`src/rtl/operand_wait_queue.sv`:
```
// rtl/operand_wait_queue.sv - in-order operand wait queue with result-bus wakeup
`ifndef WORD_SIZE
`define WORD_SIZE 32
`endif
`ifndef ROB_ENTRY_WIDTH
`define ROB_ENTRY_WIDTH 6
`endif

module operand_wait_queue #(
    parameter int WORD_SIZE  = `WORD_SIZE,
    parameter int TAG_W      = `ROB_ENTRY_WIDTH,
    parameter int DEPTH      = 4,
    parameter int NUM_BYPASS = 3,
    parameter int PAYLOAD_W  = 32
) (
    input  logic                            clk,
    input  logic                            rst,
    input  logic                            in_valid,
    output logic                            in_ready,
    input  logic [TAG_W-1:0]                in_rob_id,
    input  logic [PAYLOAD_W-1:0]            in_payload,
    input  logic                            in_s1_valid,
    input  logic                            in_s2_valid,
    input  logic [WORD_SIZE-1:0]            in_s1_data,
    input  logic [WORD_SIZE-1:0]            in_s2_data,
    input  logic [NUM_BYPASS-1:0]           byp_valid,
    input  logic [NUM_BYPASS*TAG_W-1:0]     byp_rob_id,
    input  logic [NUM_BYPASS*WORD_SIZE-1:0] byp_data,
    output logic                            out_valid,
    input  logic                            out_ready,
    output logic [TAG_W-1:0]                out_rob_id,
    output logic [PAYLOAD_W-1:0]            out_payload,
    output logic [WORD_SIZE-1:0]            out_s1_data,
    output logic [WORD_SIZE-1:0]            out_s2_data,
    input  logic                            flush,
    output logic [$clog2(DEPTH):0]          count
);

    localparam int PTR_W = $clog2(DEPTH);
    localparam int CNT_W = PTR_W + 1;

    logic [DEPTH-1:0]     valid_q, valid_d;
    logic [DEPTH-1:0]     s1_rdy_q, s1_rdy_d;
    logic [DEPTH-1:0]     s2_rdy_q, s2_rdy_d;
    logic [WORD_SIZE-1:0] s1_q [DEPTH];
    logic [WORD_SIZE-1:0] s1_d [DEPTH];
    logic [WORD_SIZE-1:0] s2_q [DEPTH];
    logic [WORD_SIZE-1:0] s2_d [DEPTH];
    logic [TAG_W-1:0]     rob_q [DEPTH];
    logic [TAG_W-1:0]     rob_d [DEPTH];
    logic [PAYLOAD_W-1:0] pay_q [DEPTH];
    logic [PAYLOAD_W-1:0] pay_d [DEPTH];
    logic [PTR_W-1:0]     head_q, head_d, tail_q, tail_d;
    logic [CNT_W-1:0]     count_q, count_d;
    logic                 do_enq, do_deq;

    // Search the broadcast channels for a tag; {hit, data}, lowest channel wins.
    function automatic logic [WORD_SIZE:0] wakeup(input logic [TAG_W-1:0] tag);
        logic [WORD_SIZE:0] r;
        r = '0;
        for (int c = NUM_BYPASS - 1; c >= 0; c--) begin
            if (byp_valid[c] && byp_rob_id[c*TAG_W +: TAG_W] == tag) begin
                r = {1'b1, byp_data[c*WORD_SIZE +: WORD_SIZE]};
            end
        end
        return r;
    endfunction

    assign in_ready    = (count_q != CNT_W'(DEPTH));
    assign out_valid   = valid_q[head_q] && s1_rdy_q[head_q] && s2_rdy_q[head_q];
    assign out_rob_id  = rob_q[head_q];
    assign out_payload = pay_q[head_q];
    assign out_s1_data = s1_q[head_q];
    assign out_s2_data = s2_q[head_q];
    assign count       = count_q;
    assign do_enq      = in_valid && in_ready && !flush;
    assign do_deq      = out_valid && out_ready && !flush;

    // Next state: wakeup of waiting operands, dequeue at head, enqueue at tail, flush last.
    always_comb begin
        logic [WORD_SIZE:0] w;
        valid_d  = valid_q;
        s1_rdy_d = s1_rdy_q;
        s2_rdy_d = s2_rdy_q;
        s1_d     = s1_q;
        s2_d     = s2_q;
        rob_d    = rob_q;
        pay_d    = pay_q;
        head_d   = head_q;
        tail_d   = tail_q;
        count_d  = count_q + CNT_W'(do_enq) - CNT_W'(do_deq);
        w        = '0;

        for (int e = 0; e < DEPTH; e++) begin
            if (valid_q[e] && !s1_rdy_q[e]) begin
                w = wakeup(s1_q[e][TAG_W-1:0]);
                if (w[WORD_SIZE]) begin
                    s1_rdy_d[e] = 1'b1;
                    s1_d[e]     = w[WORD_SIZE-1:0];
                end
            end
            if (valid_q[e] && !s2_rdy_q[e]) begin
                w = wakeup(s2_q[e][TAG_W-1:0]);
                if (w[WORD_SIZE]) begin
                    s2_rdy_d[e] = 1'b1;
                    s2_d[e]     = w[WORD_SIZE-1:0];
                end
            end
        end

        if (do_deq) begin
            valid_d[head_q] = 1'b0;
            head_d          = head_q + 1'b1;
        end

        // The tail slot is never the slot being dequeued: enqueue needs a free slot.
        if (do_enq) begin
            valid_d[tail_q]  = 1'b1;
            rob_d[tail_q]    = in_rob_id;
            pay_d[tail_q]    = in_payload;
            s1_d[tail_q]     = in_s1_data;
            s1_rdy_d[tail_q] = in_s1_valid;
            s2_d[tail_q]     = in_s2_data;
            s2_rdy_d[tail_q] = in_s2_valid;
            if (!in_s1_valid) begin
                w = wakeup(in_s1_data[TAG_W-1:0]);
                if (w[WORD_SIZE]) begin
                    s1_rdy_d[tail_q] = 1'b1;
                    s1_d[tail_q]     = w[WORD_SIZE-1:0];
                end
            end
            if (!in_s2_valid) begin
                w = wakeup(in_s2_data[TAG_W-1:0]);
                if (w[WORD_SIZE]) begin
                    s2_rdy_d[tail_q] = 1'b1;
                    s2_d[tail_q]     = w[WORD_SIZE-1:0];
                end
            end
            tail_d = tail_q + 1'b1;
        end

        if (flush) begin
            valid_d = '0;
            head_d  = '0;
            tail_d  = '0;
            count_d = '0;
        end
    end

    // State registers with asynchronous active-low reset.
    always_ff @(posedge clk or negedge rst) begin
        if (!rst) begin
            valid_q  <= '0;
            s1_rdy_q <= '0;
            s2_rdy_q <= '0;
            head_q   <= '0;
            tail_q   <= '0;
            count_q  <= '0;
            for (int e = 0; e < DEPTH; e++) begin
                s1_q[e]  <= '0;
                s2_q[e]  <= '0;
                rob_q[e] <= '0;
                pay_q[e] <= '0;
            end
        end else begin
            valid_q  <= valid_d;
            s1_rdy_q <= s1_rdy_d;
            s2_rdy_q <= s2_rdy_d;
            head_q   <= head_d;
            tail_q   <= tail_d;
            count_q  <= count_d;
            s1_q     <= s1_d;
            s2_q     <= s2_d;
            rob_q    <= rob_d;
            pay_q    <= pay_d;
        end
    end

endmodule

```
`config.mk`:
```
export PLATFORM = sky130hd
export DESIGN_NAME = operand_wait_queue
export DESIGN_NICKNAME = d
export VERILOG_FILES = /design/src/rtl/operand_wait_queue.sv
export SDC_FILE = /design/constraint.sdc
export NUM_CORES = 2
export LEC_CHECK = 0
export ABC_CLOCK_PERIOD_IN_PS = 2900
export BUFFER_PORTS_ARGS = -buffer_cell sky130_fd_sc_hd__buf_4
export CAP_MARGIN = 15
export CORE_MARGIN = 8
export CORE_UTILIZATION = 30
export CTS_CLUSTER_DIAMETER = 40
export DETAILED_ROUTE_END_ITERATION = 10
export PLACE_DENSITY_LB_ADDON = 0.2
export SYNTH_ARGS = -nofsm -noshare
export SYNTH_HDL_FRONTEND = slang
export SYNTH_SLANG_ARGS = --single-unit
```
`constraint.sdc`:
```
create_clock -name clk -period 2.9 [get_ports clk]
set_input_delay 0.145 -clock clk [delete_from_list [all_inputs] [get_ports clk]]
set_output_delay 0.145 -clock clk [all_outputs]
set_load 0.05 [all_outputs]
```
==> metrics <==
# fillers=10068; failing checks=setup timing; TritonCTS Buffers=94; vias per cell=6.449; Worst-path clk slew=roughly 0.06 ns; Via Count=33988; unrepaired setup endpoints after global routing=no; VDD IR max=between 0.4 and 0.5 mV; Crit. End Element=output pin; Slew Limit Headroom=37.39%; Power Density=slightly above 900 mW/mm^2; crit path DAT=2.77 ns; largest net degree at the start of global routing=107; Hold Crit Class=input port to flip-flop; min Tclk post-route=2.912 ns; Layout Utilization=around 40%; Initial Util=30.30%; final worst slack=-0.01210 ns; Slew Limit Fails=0; status=finished with violations; Hold Crit Start=byp_data[60]; WHS Path Cells=4; row count=116; sequential fraction of the synthesis area=a little over a third; Syn-to-layout area delta=29.65%; Synth area leader=dfrtp_1; placed instance area=0.03476 sq mm; worst reg2reg path depth=7; post-layout net count=4061; top cell type's share of synthesized area=35.17%; EDFF count, synth=0; Adder-Cell Fraction of Synth Area=0.4777%; mean post-synth cell area=about 8.5 sq um; Final Setup Violations=1; clock buffer depth=3; pre-CTS WS=0.2306 ns; gpl congestion=0.9360; XOR/XNOR Fraction of Synth Area=approximately 5.3%; final worst path period share=100.4%; Overall Power=around 36 mW; Pre-antenna DRT Iters=7; R2R setup slack=0.14 ns; Crit path buffers/inverters=2; clk_skew=0.03266 ns; Leak=roughly 16 nW; vias in the first global route=32796; postcts setup bufs=0; Hold Fails Final Rpt=0; Simple-Gate Fraction of Synth Area=roughly 16%; dominant synthesized flop cell=dfrtp_1; post-synthesis mux area share=8.775%; CTS tree=done; Die ar.=0.1117 sq mm; clock sinks=427; Worst Path Required=2.76 ns; Worst R2R End=s1_q[63]; CP Cell Sequence=buf_16 -> mux4_2 -> buf_4; layout cell share with drive strength beyond 1=between 20% and 30%; Die Y=334.3 um; dpl hpwl=108300 um; sequential cell area=0.01070 sq mm; CTS Root Cell=clkbuf_16; CTS HTree Levels=3; main combinational cell family by area after synthesis=compound AO/OA/AOI/OAI gates; Yosys reg bits=427; PortBufs=332; most frequent cells in the layout=nand2_1, buf_4, dfrtp_1, nor2_1, a21oi_1; max-cap check violation count=0; initial detailed-routing violation count=4820; global route total overflow=0; Worst path max stage delay=0.68 ns; WL/cell=32.15 um; worst-path maximum fanout=106; final hold slack=0.03642 ns; post-synthesis cell count=3560; commonest non-fill, non-tap cell in the layout=nand2_1; Worst Tran Pin Value=0.9392 ns; Synth Warn #=0; # IOs=333; Final Cell Area=roughly 0.04 sq mm; CP Class=flip-flop to output pin; Synth Net Count=3797; ys async rst share=100.0%; Multi-input gate area=around 0.018 sq mm; crit start category=flip-flop; final antenna-violating net count=0; Critical Path Source=head_q[1]; crit-path leading delay family=buffers and inverters; Hold EP=s1_q[92]; slowest CP cell=mux4_2; Clock Latency Late Sink=between 0.6 and 0.7 ns; first-pass GRT wire length=241000 um; Die W=334.3 um; synthesized area=0.03039 sq mm; number of antenna violations at the first check in global routing=16; top cells by area, synth=dfrtp_1, mux4_2, nand2_1; WL final=169400 um; DRC=0; Core Region=0.1003 sq mm; Compound-Gate Fraction of Synth Area=28.11%; total track usage=around 29%; Distinct cells, synth=between 50 and 60; reg2reg start=s1_q[34]; Max Clock Freq=approximately 0.34 GHz
==> per-stage QoR <==
stage	instances	setup TNS (ns)
global route	5260	0
detailed placement	4945	0
finish	5270	-0.01210
floorplan	3560	0
CTS	5257	0
global placement	4945	0
==> logic make-up after synthesis <==
kind of cell | count (synthesis)
xor gates and xnor gates | 184
and+or+nand+nor | 1151
adders and majority gates | 11
DFF | 427
buffers and inverters | 479
muxes | 135
AOI/OAI and AO/OA | 1173
==> routing by layer <==
| layer | wire, um | global-route usage (%) | vias up |
|---|---|---|---|
| met2 | 72260 | 42.48 | 2599 |
| met4 | 10710 | 16.08 | 8 |
| met5 | 51 | 0.7813 | - |
| li1 | - | - | 13867 |
| met3 | 19760 | 7.952 | 527 |
| met1 | 66650 | 37.99 | 16987 |
==> final cells by class <==
| type | instances | share of cell area (%) |
|---|---|---|
| antenna | 13 | 0.08258 |
| clock buffer | 132 | 6.819 |
| clock inverter | 40 | 1.261 |
| inverter | 14 | 0.1334 |
| multi-input combinational | 2654 | 45.80 |
| sequential | 427 | 27.15 |
| tap | 1357 | 4.310 |
| timing repair buffer | 633 | 14.45 |
==> timing repair <==
item / in CTS / in global routing
pin swaps: 0 / 0
gates resized for setup: 2 / 2
hold buffers: 140 / 0
setup endpoints to repair: 36 / 22
hold endpoints to repair: 491 / 0
==> flip-flops by register name, summed over array words and instances (netlist names) <==
| signal | flops |
|---|---|
| rob_q | 24 |
| s1_rdy_q | 4 |
| head_q | 2 |
| s2_rdy_q | 4 |
| s2_q | 128 |
| pay_q | 128 |
| tail_q | 2 |
| s1_q | 128 |
| valid_q | 4 |
| count | 3 |
==> tightest hold or removal path, stage by stage <==
cell and delay [ns]:
buf_4 0.16, mux2_2 0.16, a221oi_1 0.06, a21oi_1 0.12
==> worst max-delay path by stage <==
stage	cells past startpoint	slack [ns]	to
floorplan	12	0.004	count[2]
global placement	7	0.28	s1_q[53]
detailed placement	7	0.23	s1_q[57]
CTS	3	0.009	out_payload[22]
global route	3	0.01	out_s2_data[9]
finish	3	-0.01	out_s2_data[31]
==> cells in the mapped netlist (all sizes together), types with 8 or more instances <==
cell type and number:
a211oi 88, a21oi 272, a221o 36, a221oi 210, a2bb2oi 32, buf 173, clkbuf 292, dfrtp 427
ha 10, inv 14, mux2 31, mux4 102, nand2 590, nand3 38, nand4 59, nor2 363
nor3 37, nor4 22, o211ai 33, o21a 29, o21ai 77, o221a 8, o221ai 84, o22a 9
o22ai 114, o2bb2ai 29, o31a 113, o31ai 12, or3 10, or4 12, xnor2 80, xor2 104
==> where the power goes <==
part	switching, mW	internal [mW]
clock network	3.80	7.14
registers	2.02	8.54
logic	8.56	5.75
total	14.4	21.4
Power figures use the tool's default switching activity.
